`config.mk`:
```
export PLATFORM = sky130hd
export DESIGN_NAME = p405s_dcu_tag_ctl
export DESIGN_NICKNAME = d
export VERILOG_FILES = /design/src/rtl/p405s_dcu_tag_pkg.sv /design/src/rtl/p405s_dcu_tag_way_cmp.sv /design/src/rtl/p405s_dcu_tag_ctl.sv
export SDC_FILE = /design/constraint.sdc
export NUM_CORES = 1
export LEC_CHECK = 0
export ABC_AREA = 1
export BUFFER_PORTS_ARGS = -buffer_cell sky130_fd_sc_hd__buf_2
export CORE_ASPECT_RATIO = 1.5
export CORE_MARGIN = 4
export CORE_UTILIZATION = 36
export CTS_BUF_LIST = sky130_fd_sc_hd__clkbuf_4
export DETAILED_ROUTE_END_ITERATION = 8
export GPL_ROUTABILITY_DRIVEN = 0
export PLACE_DENSITY_LB_ADDON = 0.25
export SLEW_MARGIN = 20
export SYNTH_ARGS = -nofsm -noshare
export SYNTH_HDL_FRONTEND = slang
export SYNTH_HIERARCHICAL = 1
export SYNTH_SLANG_ARGS = --single-unit
```
`constraint.sdc`:
```
create_clock -name CLK -period 1.5 [get_ports CLK]
set_input_delay 0.075 -clock CLK [delete_from_list [all_inputs] [get_ports CLK]]
set_output_delay 0.075 -clock CLK [all_outputs]
set_load 0.005 [all_outputs]
```
`src/rtl/p405s_dcu_tag_pkg.sv`:
```
`default_nettype none
// ============================================================================
// Module  : p405s_dcu_tag_pkg
// Brief   : Shared constants, way-field layout and state encoding for the DCU
//           tag-array controller. Optional parity: P405S_DCU_TAG_PAR_EN.
// Revision: 1.0 - initial release
// ============================================================================
package p405s_dcu_tag_pkg;

    localparam int TAG_W     = 21;
    localparam int IDX_W     = 8;
    localparam int WAY_W     = 24;

    localparam int TAG_LSB   = 0;
    localparam int VALID_BIT = 21;
    localparam int DIRTY_BIT = 22;
    localparam int PAR_BIT   = 23;

    localparam logic [0:IDX_W-1] SWEEP_LAST = 8'd255;

`ifdef P405S_DCU_TAG_PAR_EN
    localparam bit PAR_EN = 1'b1;
`else
    localparam bit PAR_EN = 1'b0;
`endif

    typedef enum logic [0:0] {
        SWEEP = 1'b0,
        IDLE  = 1'b1
    } state_t;

    // Builds a valid way field; parity makes the 24 bits XOR to zero.
    function automatic logic [0:WAY_W-1] make_way(input logic [0:TAG_W-1] tag,
                                                  input logic dirty);
        logic [0:WAY_W-1] w;
        w                   = '0;
        w[TAG_LSB +: TAG_W] = tag;
        w[VALID_BIT]        = 1'b1;
        w[DIRTY_BIT]        = dirty;
        w[PAR_BIT]          = PAR_EN & (^{tag, 1'b1, dirty});
        return w;
    endfunction

endpackage
`default_nettype wire

```
`src/rtl/p405s_dcu_tag_way_cmp.sv`:
```
`default_nettype none
// ============================================================================
// Module  : p405s_dcu_tag_way_cmp
// Brief   : Per-way tag compare with optional parity check
//           (P405S_DCU_TAG_PAR_EN).
// Revision: 1.0 - initial release
// ============================================================================
module p405s_dcu_tag_way_cmp
    import p405s_dcu_tag_pkg::*;
(
    input  logic [0:WAY_W-1] i_way,
    input  logic [0:TAG_W-1] i_req_tag,
    output logic             o_hit,
    output logic             o_dirty,
    output logic             o_perr
);

    logic w_valid;
    logic w_tag_eq;
    logic w_par_bad;

    assign w_valid  = i_way[VALID_BIT];
    assign w_tag_eq = (i_way[TAG_LSB +: TAG_W] == i_req_tag);

`ifdef P405S_DCU_TAG_PAR_EN
    // Parity is only meaningful on entries that were filled.
    assign w_par_bad = w_valid & (^i_way);
`else
    logic w_unused_par;
    assign w_unused_par = i_way[PAR_BIT];
    assign w_par_bad    = 1'b0;
`endif

    assign o_hit   = w_valid & w_tag_eq & !w_par_bad;
    assign o_dirty = i_way[DIRTY_BIT];
    assign o_perr  = w_par_bad;

endmodule
`default_nettype wire

```
`src/rtl/p405s_dcu_tag_ctl.sv`:
```
`default_nettype none
// ============================================================================
// Module  : p405s_dcu_tag_ctl
// Brief   : Sole driver of the DCU 256x48 tag array: lookups, fills and the
//           invalidate sweep. Optional parity: P405S_DCU_TAG_PAR_EN.
// Revision: 1.0 - initial release
// ============================================================================
module p405s_dcu_tag_ctl
    import p405s_dcu_tag_pkg::*;
(
    input  logic                 CLK,
    input  logic                 RST,
    input  logic                 REQ_VAL,
    output logic                 REQ_RDY,
    input  logic [0:IDX_W-1]     REQ_IDX,
    input  logic [0:TAG_W-1]     REQ_TAG,
    output logic                 RSP_VAL,
    output logic                 RSP_HIT,
    output logic                 RSP_WAY,
    output logic                 RSP_DIRTY,
    output logic                 RSP_MHIT,
    output logic                 RSP_PERR,
    input  logic                 FILL_VAL,
    output logic                 FILL_RDY,
    input  logic [0:IDX_W-1]     FILL_IDX,
    input  logic                 FILL_WAY,
    input  logic [0:TAG_W-1]     FILL_TAG,
    input  logic                 FILL_DIRTY,
    input  logic                 INV_ALL_REQ,
    output logic                 INV_BUSY,
    output logic                 INV_DONE,
    output logic                 TA_CEN,
    output logic [0:2*WAY_W-1]   TA_WEN,
    output logic [0:IDX_W-1]     TA_A,
    output logic [0:2*WAY_W-1]   TA_D,
    input  logic [0:2*WAY_W-1]   TA_Q
);

    state_t             r_state;
    logic [0:IDX_W-1]   r_cnt;
    logic               r_rsp_val;
    logic               r_rsp_hit;
    logic               r_rsp_way;
    logic               r_rsp_dirty;
    logic               r_rsp_mhit;
    logic               r_rsp_perr;

    logic               w_busy;
    logic               w_fill;
    logic               w_lkp;
    logic [0:WAY_W-1]   w_fill_way;
    logic               w_hit0, w_hit1;
    logic               w_dirty0, w_dirty1;
    logic               w_perr0, w_perr1;

    assign w_busy   = RST | (r_state == SWEEP);
    assign INV_BUSY = w_busy;
    assign FILL_RDY = !w_busy & !INV_ALL_REQ;
    assign REQ_RDY  = FILL_RDY & !FILL_VAL;
    assign w_fill   = FILL_VAL & FILL_RDY;
    assign w_lkp    = REQ_VAL & REQ_RDY;
    assign INV_DONE = !RST & (r_state == SWEEP) & (r_cnt == SWEEP_LAST);

    assign w_fill_way = make_way(FILL_TAG, FILL_DIRTY);

    // The array port is idle while reset is held; the sweep starts once it drops.
    always_comb begin
        TA_CEN = 1'b1;
        TA_WEN = '1;
        TA_A   = '0;
        TA_D   = '0;
        if (!RST) begin
            if (r_state == SWEEP) begin
                TA_CEN = 1'b0;
                TA_WEN = '0;
                TA_A   = r_cnt;
            end else if (w_fill) begin
                TA_CEN = 1'b0;
                TA_A   = FILL_IDX;
                if (FILL_WAY) begin
                    TA_WEN[WAY_W:2*WAY_W-1] = '0;
                    TA_D[WAY_W:2*WAY_W-1]   = w_fill_way;
                end else begin
                    TA_WEN[0:WAY_W-1] = '0;
                    TA_D[0:WAY_W-1]   = w_fill_way;
                end
            end else if (w_lkp) begin
                TA_CEN = 1'b0;
                TA_A   = REQ_IDX;
            end
        end
    end

    p405s_dcu_tag_way_cmp u_way0 (
        .i_way     (TA_Q[0:WAY_W-1]),
        .i_req_tag (REQ_TAG),
        .o_hit     (w_hit0),
        .o_dirty   (w_dirty0),
        .o_perr    (w_perr0)
    );

    p405s_dcu_tag_way_cmp u_way1 (
        .i_way     (TA_Q[WAY_W:2*WAY_W-1]),
        .i_req_tag (REQ_TAG),
        .o_hit     (w_hit1),
        .o_dirty   (w_dirty1),
        .o_perr    (w_perr1)
    );

    always_ff @(posedge CLK) begin
        if (RST) begin
            r_state     <= SWEEP;
            r_cnt       <= '0;
            r_rsp_val   <= 1'b0;
            r_rsp_hit   <= 1'b0;
            r_rsp_way   <= 1'b0;
            r_rsp_dirty <= 1'b0;
            r_rsp_mhit  <= 1'b0;
            r_rsp_perr  <= 1'b0;
        end else begin
            case (r_state)
                SWEEP: begin
                    r_cnt <= r_cnt + IDX_W'(1);
                    if (r_cnt == SWEEP_LAST)
                        r_state <= IDLE;
                end
                IDLE: begin
                    if (INV_ALL_REQ) begin
                        r_state <= SWEEP;
                        r_cnt   <= '0;
                    end
                end
                default: r_state <= SWEEP;
            endcase

            // Way 0 wins on a multi-hit; result fields are zero without a lookup.
            r_rsp_val   <= w_lkp;
            r_rsp_hit   <= w_lkp & (w_hit0 | w_hit1);
            r_rsp_way   <= w_lkp & !w_hit0 & w_hit1;
            r_rsp_dirty <= w_lkp & (w_hit0 ? w_dirty0 : (w_hit1 & w_dirty1));
            r_rsp_mhit  <= w_lkp & w_hit0 & w_hit1;
            r_rsp_perr  <= w_lkp & (w_perr0 | w_perr1);
        end
    end

    assign RSP_VAL   = r_rsp_val;
    assign RSP_HIT   = r_rsp_hit;
    assign RSP_WAY   = r_rsp_way;
    assign RSP_DIRTY = r_rsp_dirty;
    assign RSP_MHIT  = r_rsp_mhit;
    assign RSP_PERR  = r_rsp_perr;

endmodule
`default_nettype wire
```
Word-level counts from Yosys, hierarchy flattened

Cells that the tools add are included.

Output and inout bits: 115
Register bits: 14
Word-level logic and storage cells: 59
Bits of input ports: 113

$add $sub $neg: 1
Bitwise gates (word level): 18
Equality and inequality tests: 4
Multiplexer cells: 24
Reduce and logical (&&, ||, !) cells: 5

Operators by type and width:

| operator                                                      | number |
|---|---|
| 48-bit 2-to-1 mux                                             | 6 |
| 24-bit 2-to-1 mux                                             | 4 |
| 21-bit equality test                                          | 2 |
| 8-bit 2-to-1 mux                                              | 5 |
| 8-bit one-hot mux with 2 select lines                         | 1 |
| 1-bit AND                                                     | 15 |
| 8-bit by 1-bit adder with 8-bit output, second input constant | 1 |
| 8-bit equality test, second input constant                    | 1 |
| 1-bit 2-to-1 mux                                              | 7 |
| 1-bit zero test                                               | 5 |
| 2-bit inequality test, second input constant                  | 1 |
| 1-bit OR                                                      | 2 |
| 1-bit one-hot mux with 2 select lines                         | 1 |
| 1-bit inverter                                                | 1 |

Logic depth before layout (Yosys ltp)

Gate-level depths: netlist of the first run.

Depth in word-level cells: 10
Depth in mapped cells: 11
Gate-level depth less buffers: 11

Hierarchy

Netlist of the first run, hierarchy kept.

Modules (own cells, without submodules):

| module                | times used | cells an instance | seq. area each (µm²) | area each (µm²) |
|---|---|---|---|---|
| p405s_dcu_tag_ctl     | 1          | 249               | 300.3                | 1,699.1 |
| p405s_dcu_tag_way_cmp | 2          | 107               | 0.0                  | 434.2 |

Worst setup path before layout of the first run

No wires, ideal clock.

Path kind: register to output
Start point: reg r_state
End point: out TA_WEN[24] in the netlist's numbering
Required time: 1.425 ns
Slack: -0.014 ns
Cell stages (with the launch flop): 10
Buffers on the path: 2
Arrival time: 1.439 ns
Cells stage by stage: dfxtp_1 buf_4 nand2_4 nor2_8 nand2_4 inv_6 nand2_4 nand2_1 inv_1 buf_4

Cells in the longest elaborated chain, start to end: 8

Ends and longest elaborated chain:

| item                     | line                     | RTL |
|---|---|---|
| start: declaration       | p405s_dcu_tag_ctl.sv:39  | `state_t r_state;` |
| start signal: assignment | p405s_dcu_tag_ctl.sv:112 | `r_state <= SWEEP;` |
| start signal: assignment | p405s_dcu_tag_ctl.sv:125 | `r_state <= IDLE;` |
| start signal: assignment | p405s_dcu_tag_ctl.sv:129 | `r_state <= SWEEP;` |
| 1-bit inverter           | -                        |  |
| 1-bit OR                 | p405s_dcu_tag_ctl.sv:56  | `assign w_busy = RST \| (r_state == SWEEP);` |
| via INV_BUSY             | p405s_dcu_tag_ctl.sv:30  | `output logic INV_BUSY,` |
| 1-bit zero test          | p405s_dcu_tag_ctl.sv:58  | `assign FILL_RDY = !w_busy & !INV_ALL_REQ;` |
| 1-bit AND                | p405s_dcu_tag_ctl.sv:58  |  |
| via FILL_RDY             | p405s_dcu_tag_ctl.sv:24  | `output logic FILL_RDY,` |
| 1-bit AND                | p405s_dcu_tag_ctl.sv:60  | `assign w_fill = FILL_VAL & FILL_RDY;` |
| 48-bit 2-to-1 mux        | p405s_dcu_tag_ctl.sv:77  | `end else if (w_fill) begin` |
| 48-bit 2-to-1 mux        | p405s_dcu_tag_ctl.sv:73  | `if (r_state == SWEEP) begin` |
| 48-bit 2-to-1 mux        | p405s_dcu_tag_ctl.sv:72  | `if (!RST) begin` |
| end: declaration         | p405s_dcu_tag_ctl.sv:33  | `output logic [0:2*WAY_W-1] TA_WEN,` |

The timed path passes the listed nets, and every way through them passes these cells.

Final worst setup path of the first run

Start point: reg r_state
End point: out TA_CEN

Cells in the longest elaborated chain, start to end: 10
Elaborated cells between the ends (all ways): 11
Classes of those cells: mux (4); bitwise (6); reduce/logical (1)

Ends and longest elaborated chain:

| item               | line                    | RTL |
|---|---|---|
| 1-bit inverter     | -                       |  |
| 1-bit OR           | p405s_dcu_tag_ctl.sv:56 |  |
| 1-bit zero test    | p405s_dcu_tag_ctl.sv:58 |  |
| 1-bit AND          | p405s_dcu_tag_ctl.sv:58 |  |
| 1-bit AND          | p405s_dcu_tag_ctl.sv:59 | `assign REQ_RDY = FILL_RDY & !FILL_VAL;` |
| 1-bit AND          | p405s_dcu_tag_ctl.sv:61 | `assign w_lkp = REQ_VAL & REQ_RDY;` |
| 1-bit 2-to-1 mux   | p405s_dcu_tag_ctl.sv:87 | `end else if (w_lkp) begin` |
| 1-bit 2-to-1 mux   | p405s_dcu_tag_ctl.sv:77 |  |
| 1-bit 2-to-1 mux * | p405s_dcu_tag_ctl.sv:73 |  |
| 1-bit 2-to-1 mux * | p405s_dcu_tag_ctl.sv:72 |  |
| end: declaration   | p405s_dcu_tag_ctl.sv:32 | `output logic TA_CEN,` |

Every way passes the cells marked *; elsewhere a longest branch is shown, timed or not.

==> flow_summary.yaml, run 1 <==
route:
  viasPerCell: 4.26
  drt_iter0_drc: 100
  ant_nets: 0
  detail_route.wl_per_cell_um: 11.1
  drc: 0
  firstDrtPassIters: 4
  num_vias: 3174
  routed_wl_um: 8260
layout:
  antennaDiodeCount: 0
  fillers: 708
  seq_area_um2: 307
  fin_area_mm2: 0.00385
  final_cells: 745
  final_cell_mix: "buf_2, nand2_1, inv_1, nor2_1, nor2_4"
  syn_to_final_growth_pct: 50.1
  final_net_count: 782
  drive_above_1_share_pct: 49.0
  multiInputGateArea_mm2: 0.00157
  layout_commonest_cell: "buf_2"
pwr:
  p_leak_nw: 2.55
  cellPowerDensity_mw_per_mm2: 315
  peakVddDrop_uv: 192
worst_setup_path:
  cp_max_fo: 6
  r2r_start: "r_state$_SDFF_PP0_"
  cp-start-kind: "register"
  rrSetupSlack_ns: 0.08
  required_ns: 1.42
  r2r_end: "RSP_DIRTY$_SDFF_PP0_"
  arrival_ns: 1.52
  crit_type: "reg2out"
  critPathCaptureType: "primary output"
  ff2ff_path_depth: 8
synthesis:
  syn_avg_cell_area_um2: 5.55
  synth-async-reset-ratio_pct: 0
  ys_ff_latch: 15
  ys_warn_count: 6
  synthFlopType: "dfxtp_1"
  synth_seq_area_share_pct: 11.7
  synth_edf_count: 0
  netlist_area_mm2: 0.00257
  yosysUniqueCellTypes: 28
  syn_inst: 463
sta:
  finalCritPeriodShare_pct: 107
  finalHoldViolations: 0
  timing.fmax_mhz: 626
  rsz0062_at_grt: "true"
  setup_ws_ns: -0.0987
  setup_viol: 79
  skew_ns: 0.00839
  drv_slew: 0
  period_needed_ns: 1.60
outcome:
  status: "finished, violations left"
  violations: "setup timing"
hold_path:
  hold_start: "TA_Q[22]"
  worst_hold_path.endpoint: "RSP_DIRTY$_SDFF_PP0_"
  hold_class: "in2reg"
  min_path_cells: 3
clock_network:
  cts_hold_buf: 0
  clk_latency_ns: 0.29
  htreeDepth: 1
  numCtsBuffers: 3
  clk_pin_slew_ns: 0.09
  cts.sinks: 15
  root_buffer: "clkbuf_4"
  cts_tree: "yes"
  cts_buffer_depth: 2
placed_design:
  numPlacedInstances: 719
  io_buffers: 223
  hpwl_um: 6770
  place_area_mm2: 0.00343
floorplan:
  die_area_mm2: 0.00858
  fp.dieW_um: 77.0
  die_h_um: 111
  io_pins: 228
  start_util_pct: 37.2
  rows: 37
  core-area_mm2: 0.00690
grt:
  overflow: 0
  grt_pass1_vias: 2890
  track_usage_pct: 16.7
  grt_pass1_wl_um: 12200
  grt_max_degree: 24
  antenna_found_initial: 0
run:
  drv_cap: 0
==> worst max-delay path by stage <==
| stage | depth (start not counted) | slack [ns] | to | start |
|---|---|---|---|---|
| final | 8 | -0.1 | TA_CEN | r_state$_SDFF_PP0_ |
| after detailed placement | 8 | -0.03 | TA_WEN[13] | r_state$_SDFF_PP0_ |
| after global placement | 8 | 0.03 | TA_WEN[11] | r_state$_SDFF_PP0_ |
| after global routing | 8 | -0.18 | TA_CEN | r_state$_SDFF_PP0_ |
| after floorplan | 9 | -0.007 | TA_WEN[24] | r_state$_SDFF_PP0_ |
| after CTS | 6 | -0.09 | TA_WEN[39] | r_state$_SDFF_PP0_ |
==> power breakdown <==
group	total, W	internal (W)	switching [W]
registers	0.000414	0.000404	0.00000974
logic	0.000545	0.000254	0.000291
clock network	0.000257	0.000121	0.000136
==> cell usage after synthesis, types with 2 or more instances <==
cell | instances | share of area (%)
dfxtp_1 | 15 | 12
nor2_1 | 73 | 11
xor2_1 | 2 | 0.68
nor2_8 | 2 | 1.6
nor2_2 | 7 | 1.7
nand4_1 | 4 | 0.97
nand2_4 | 3 | 1.3
inv_2 | 2 | 0.29
a21oi_1 | 5 | 0.97
o21ai_0 | 8 | 1.6
inv_1 | 94 | 14
nand2_1 | 141 | 21
buf_6 | 2 | 0.88
buf_12 | 2 | 1.6
conb_1 | 3 | 0.44
nor2_4 | 20 | 8.8
buf_4 | 53 | 15
inv_4 | 2 | 0.49
nand3_1 | 13 | 2.5
xnor2_1 | 4 | 1.4
==> what timing repair did <==
item / CTS / global route
gates resized for setup: 24 / 38
buffers inserted: 4 / 9
pin swaps: 1 / 7
setup endpoints to repair: 95 / 104
gates cloned: 5 / 4
==> logic make-up after synthesis <==
group           Yosys count  share of synthesized area, %
simple gates            266                          49.1
xor+xnor                  6                          2.05
fa+ha+maj                 1                         0.487
buf+inv                 156                          32.8
compound gates           16                          3.41
flops                    15                          11.7
other cells               3                         0.439
==> area by class of cell <==
cell class              count  area share (%)
repair buffers            249            36.3
well taps                  78            2.53
repair inverters            7            1.33
multi-input cells         293            40.7
clock buffers               4           0.779
inverters                  99            10.4
flip-flops and latches     15            7.95
==> registers in the layout, summed over array words and instances, names as in the netlist <==
register	cells
RSP_PERR	1
RSP_VAL	1
RSP_HIT	1
r_cnt	8
RSP_DIRTY	1
RSP_MHIT	1
r_state	1
RSP_WAY	1
==> metal layers <==
| layer | GRT usage (%) | vias up | part of all wire (%) |
|---|---|---|---|
| li1 | - | 1685 | - |
| met1 | 14.8 | 1327 | 34 |
| met2 | 34.3 | 150 | 53 |
| met3 | 5.18 | 12 | 10 |
| met4 | 5.20 | 0 | 1.6 |
| met5 | 0 | - | 0 |
==> stage by stage <==
stage	utilization (%)	setup TNS [ns]	hold slack, ns	total power, W	worst slack, ns
floorplan	-	-0.165	0.154	0.000747	-0.00749
global placement	49.7	0	0.341	0.000923	0.0273
detailed placement	49.7	-0.624	0.342	0.000934	-0.0299
CTS	52.6	-5.48	0.0308	0.00121	-0.0902
global route	55.9	-12.96	0.0454	0.00132	-0.181
finish	55.9	-3.30	0.0346	0.00122	-0.0987
==> worst max-delay path: stages (launching register included) <==
cell	delay, ns
dfxtp_4	0.38
buf_6	0.14
inv_4	0.04
nor2_4	0.13
nand4_4	0.16
buf_6	0.18
nand3_2	0.05
nand2_1	0.04
buf_2	0.13
(Power assumes the default switching activity.)
==> run 2, diff against run 1 <==
--- a/config.mk
+++ b/config.mk
@@ -5,15 +5,15 @@
 export SDC_FILE = /design/constraint.sdc
 export NUM_CORES = 1
 export LEC_CHECK = 0
-export ABC_AREA = 1
 export BUFFER_PORTS_ARGS = -buffer_cell sky130_fd_sc_hd__buf_2
-export CORE_ASPECT_RATIO = 1.5
+export CAP_MARGIN = 20
 export CORE_MARGIN = 4
-export CORE_UTILIZATION = 36
+export CORE_UTILIZATION = 32
 export CTS_BUF_LIST = sky130_fd_sc_hd__clkbuf_4
 export DETAILED_ROUTE_END_ITERATION = 8
 export GPL_ROUTABILITY_DRIVEN = 0
 export PLACE_DENSITY_LB_ADDON = 0.25
+export REMOVE_ABC_BUFFERS = 1
 export SLEW_MARGIN = 20
 export SYNTH_ARGS = -nofsm -noshare
 export SYNTH_HDL_FRONTEND = slang
==> flow_summary.yaml, run 2 <==
layout:
  final_cells: 531
  drive_above_1_share_pct: 64.3
  syn_to_final_growth_pct: 64.0
  top_register: "r_cnt"
  antennaDiodeCount: 0
  layout_commonest_cell: "buf_2"
  largest_reg_flops: 8
  final_cell_mix: "buf_2, xor2_1, buf_6, and3_1, and2_4"
  final_net_count: 571
synthesis:
  ys_warn_count: 6
  synth_edf_count: 0
  yosys.area.top_type: "buf_4"
  synth_top_family_by_area: "simple AND/OR/NAND/NOR gates"
  synthAdderAreaFrac_pct: 0.615
  synthFlopType: "dfxtp_1"
  yosysUniqueCellTypes: 46
  syn_avg_cell_area_um2: 7.67
  synth-async-reset-ratio_pct: 0
  yosysMostFrequentCell: "buf_4"
  ys_top_cells_by_area: "buf_4, xor2_1, dfxtp_1"
  synthXorXnorAreaFrac_pct: 18.5
  synth_seq_area_share_pct: 14.8
  syn_inst: 265
  ys_top_cells_by_count: "buf_4, xor2_1, and2_1"
  synth_compound_area_share_pct: 9.42
  netlist_area_mm2: 0.00203
  ys_ff_latch: 15
  synth-simple-area-share_pct: 31.9
  synthMuxAreaShare_pct: 0.554
  synth.top_cell.area_share_pct: 19.6
grt:
  grt_max_degree: 25
  track_usage_pct: 17.1
  grt_pass1_wl_um: 10600
  grt_pass1_vias: 2217
  antenna_found_initial: 0
  overflow: 0
floorplan:
  core-area_mm2: 0.00603
  io_pins: 228
  die_area_mm2: 0.00769
  rows: 28
  start_util_pct: 33.7
  fp.dieW_um: 87.7
  die_h_um: 87.7
worst_setup_path:
  rrSetupSlack_ns: 0.07
  crit_type: "reg2out"
  arrival_ns: 1.61
  required_ns: 1.42
  cpMostUsedCell: "buf_6"
  crit_path_cell_trace: "buf_6 -> nor2_4 -> buf_6 -> and2_4 -> and3_1 -> buf_2"
  cp_max_fo: 10
  crit_slowest_cell: "dfxtp_2"
  cp-start-kind: "register"
  critPathCaptureType: "primary output"
  r2r_start: "r_state$_SDFF_PP0_"
  crit_path_start: "r_state$_SDFF_PP0_"
  critical_path.max_stage_delay_ns: 0.34
clock_network:
  clk_latency_ns: 0.28
  cts_buffer_depth: 2
  numCtsBuffers: 3
  root_buffer: "clkbuf_4"
  htreeDepth: 1
  cts.sinks: 15
  cts_tree: "yes"
  clk_pin_slew_ns: 0.09
placed_design:
  hpwl_um: 6430
  io_buffers: 223
  numPlacedInstances: 515
sta:
  rsz0062_at_grt: "true"
  skew_ns: 0.00689
  period_needed_ns: 1.69
  setup_viol: 80
  drv_slew: 0
  holdWs_ns: 0.0414
  timing.setup.tns_ns: -7.50
  timing.fmax_mhz: 593
  setup_ws_ns: -0.186
  finalCritPeriodShare_pct: 112
  finalHoldViolations: 0
route:
  firstDrtPassIters: 4
  detail_route.wl_per_cell_um: 15.3
  ant_nets: 0
  routed_wl_um: 8150
  num_vias: 2445
  drc: 0
  drt_iter0_drc: 60
  viasPerCell: 4.60
outcome:
  status: "finished, violations left"
  violations: "setup timing"
hold_path:
  hold_start: "TA_Q[22]"
  hold_class: "in2reg"
pwr:
  cellPowerDensity_mw_per_mm2: 330
  p_total_w: 0.00110
  peakVddDrop_uv: 390
  p_leak_nw: 1.94
run:
  drv_cap: 0
[run 2: stage by stage]
| stage | cell area (um2) | worst slack, ns | util (%) |
|---|---|---|---|
| after global routing | 3330 | -0.284 | 55.3 |
| after CTS | 3040 | -0.169 | 50.4 |
| final | 3330 | -0.186 | 55.3 |
| after detailed placement | 2900 | -0.340 | 48.1 |
| after floorplan | 1580 | -1.02 | - |
| after global placement | 2900 | -0.233 | 48.1 |
[run 2: repair_timing]
action,in CTS,in global routing
hold buffers,0,0
setup endpoints to repair,82,102
pin swaps,7,26
buffers inserted,5,1
resized for setup,17,50
cloned,1,5
[run 2: layout make-up]
cell class | instances | area (um2)
clock buffers | 4 | 30.0
well taps | 75 | 93.8
repair buffers | 246 | 1490
inverters | 7 | 26.3
fillers | 590 | 2690
multi-input cells | 184 | 1390
flip-flops and latches | 15 | 302
[run 2: path summary, 6_finish.rpt]
kind	end	depth (start not counted)
worst min register to register	r_cnt[2]$_SDFFE_PP0P_	2
worst max-delay path	INV_DONE	6
worst max register to register	RSP_WAY$_SDFF_PP0_	6
worst min-delay path	RSP_DIRTY$_SDFF_PP0_	3
[run 2: worst max-delay path, delay by kind of cell, from the launching register on]
family                 cells  cell delay (ns)
DFF                        1             0.34
and+or+nand+nor            3             0.57
buffers and inverters      3             0.42
[run 2: where the power goes]
part	total, W	switching, W	internal [W]
combinational	0.000441	0.000209	0.000232
sequential	0.000414	0.00000992	0.000405
clock	0.000247	0.000126	0.000121
total	0.00110	0.000344	0.000758
[run 2: kinds of logic after synthesis]
logic type | after synthesis
buffers and inverters | 70
and+or+nand+nor | 104
other | 3
AOI/OAI and AO/OA | 28
xor gates and xnor gates | 43
DFF | 15
adders and majority gates | 1
muxes | 1
[run 2: metal layers]
layer  up-vias  track usage (%)  routed length, um
li1       1235                -                  -
met1      1090             18.8               2850
met2       110             33.2               4500
met3        10             3.39                688
met4         0             4.04                118
met5         -                0                  0
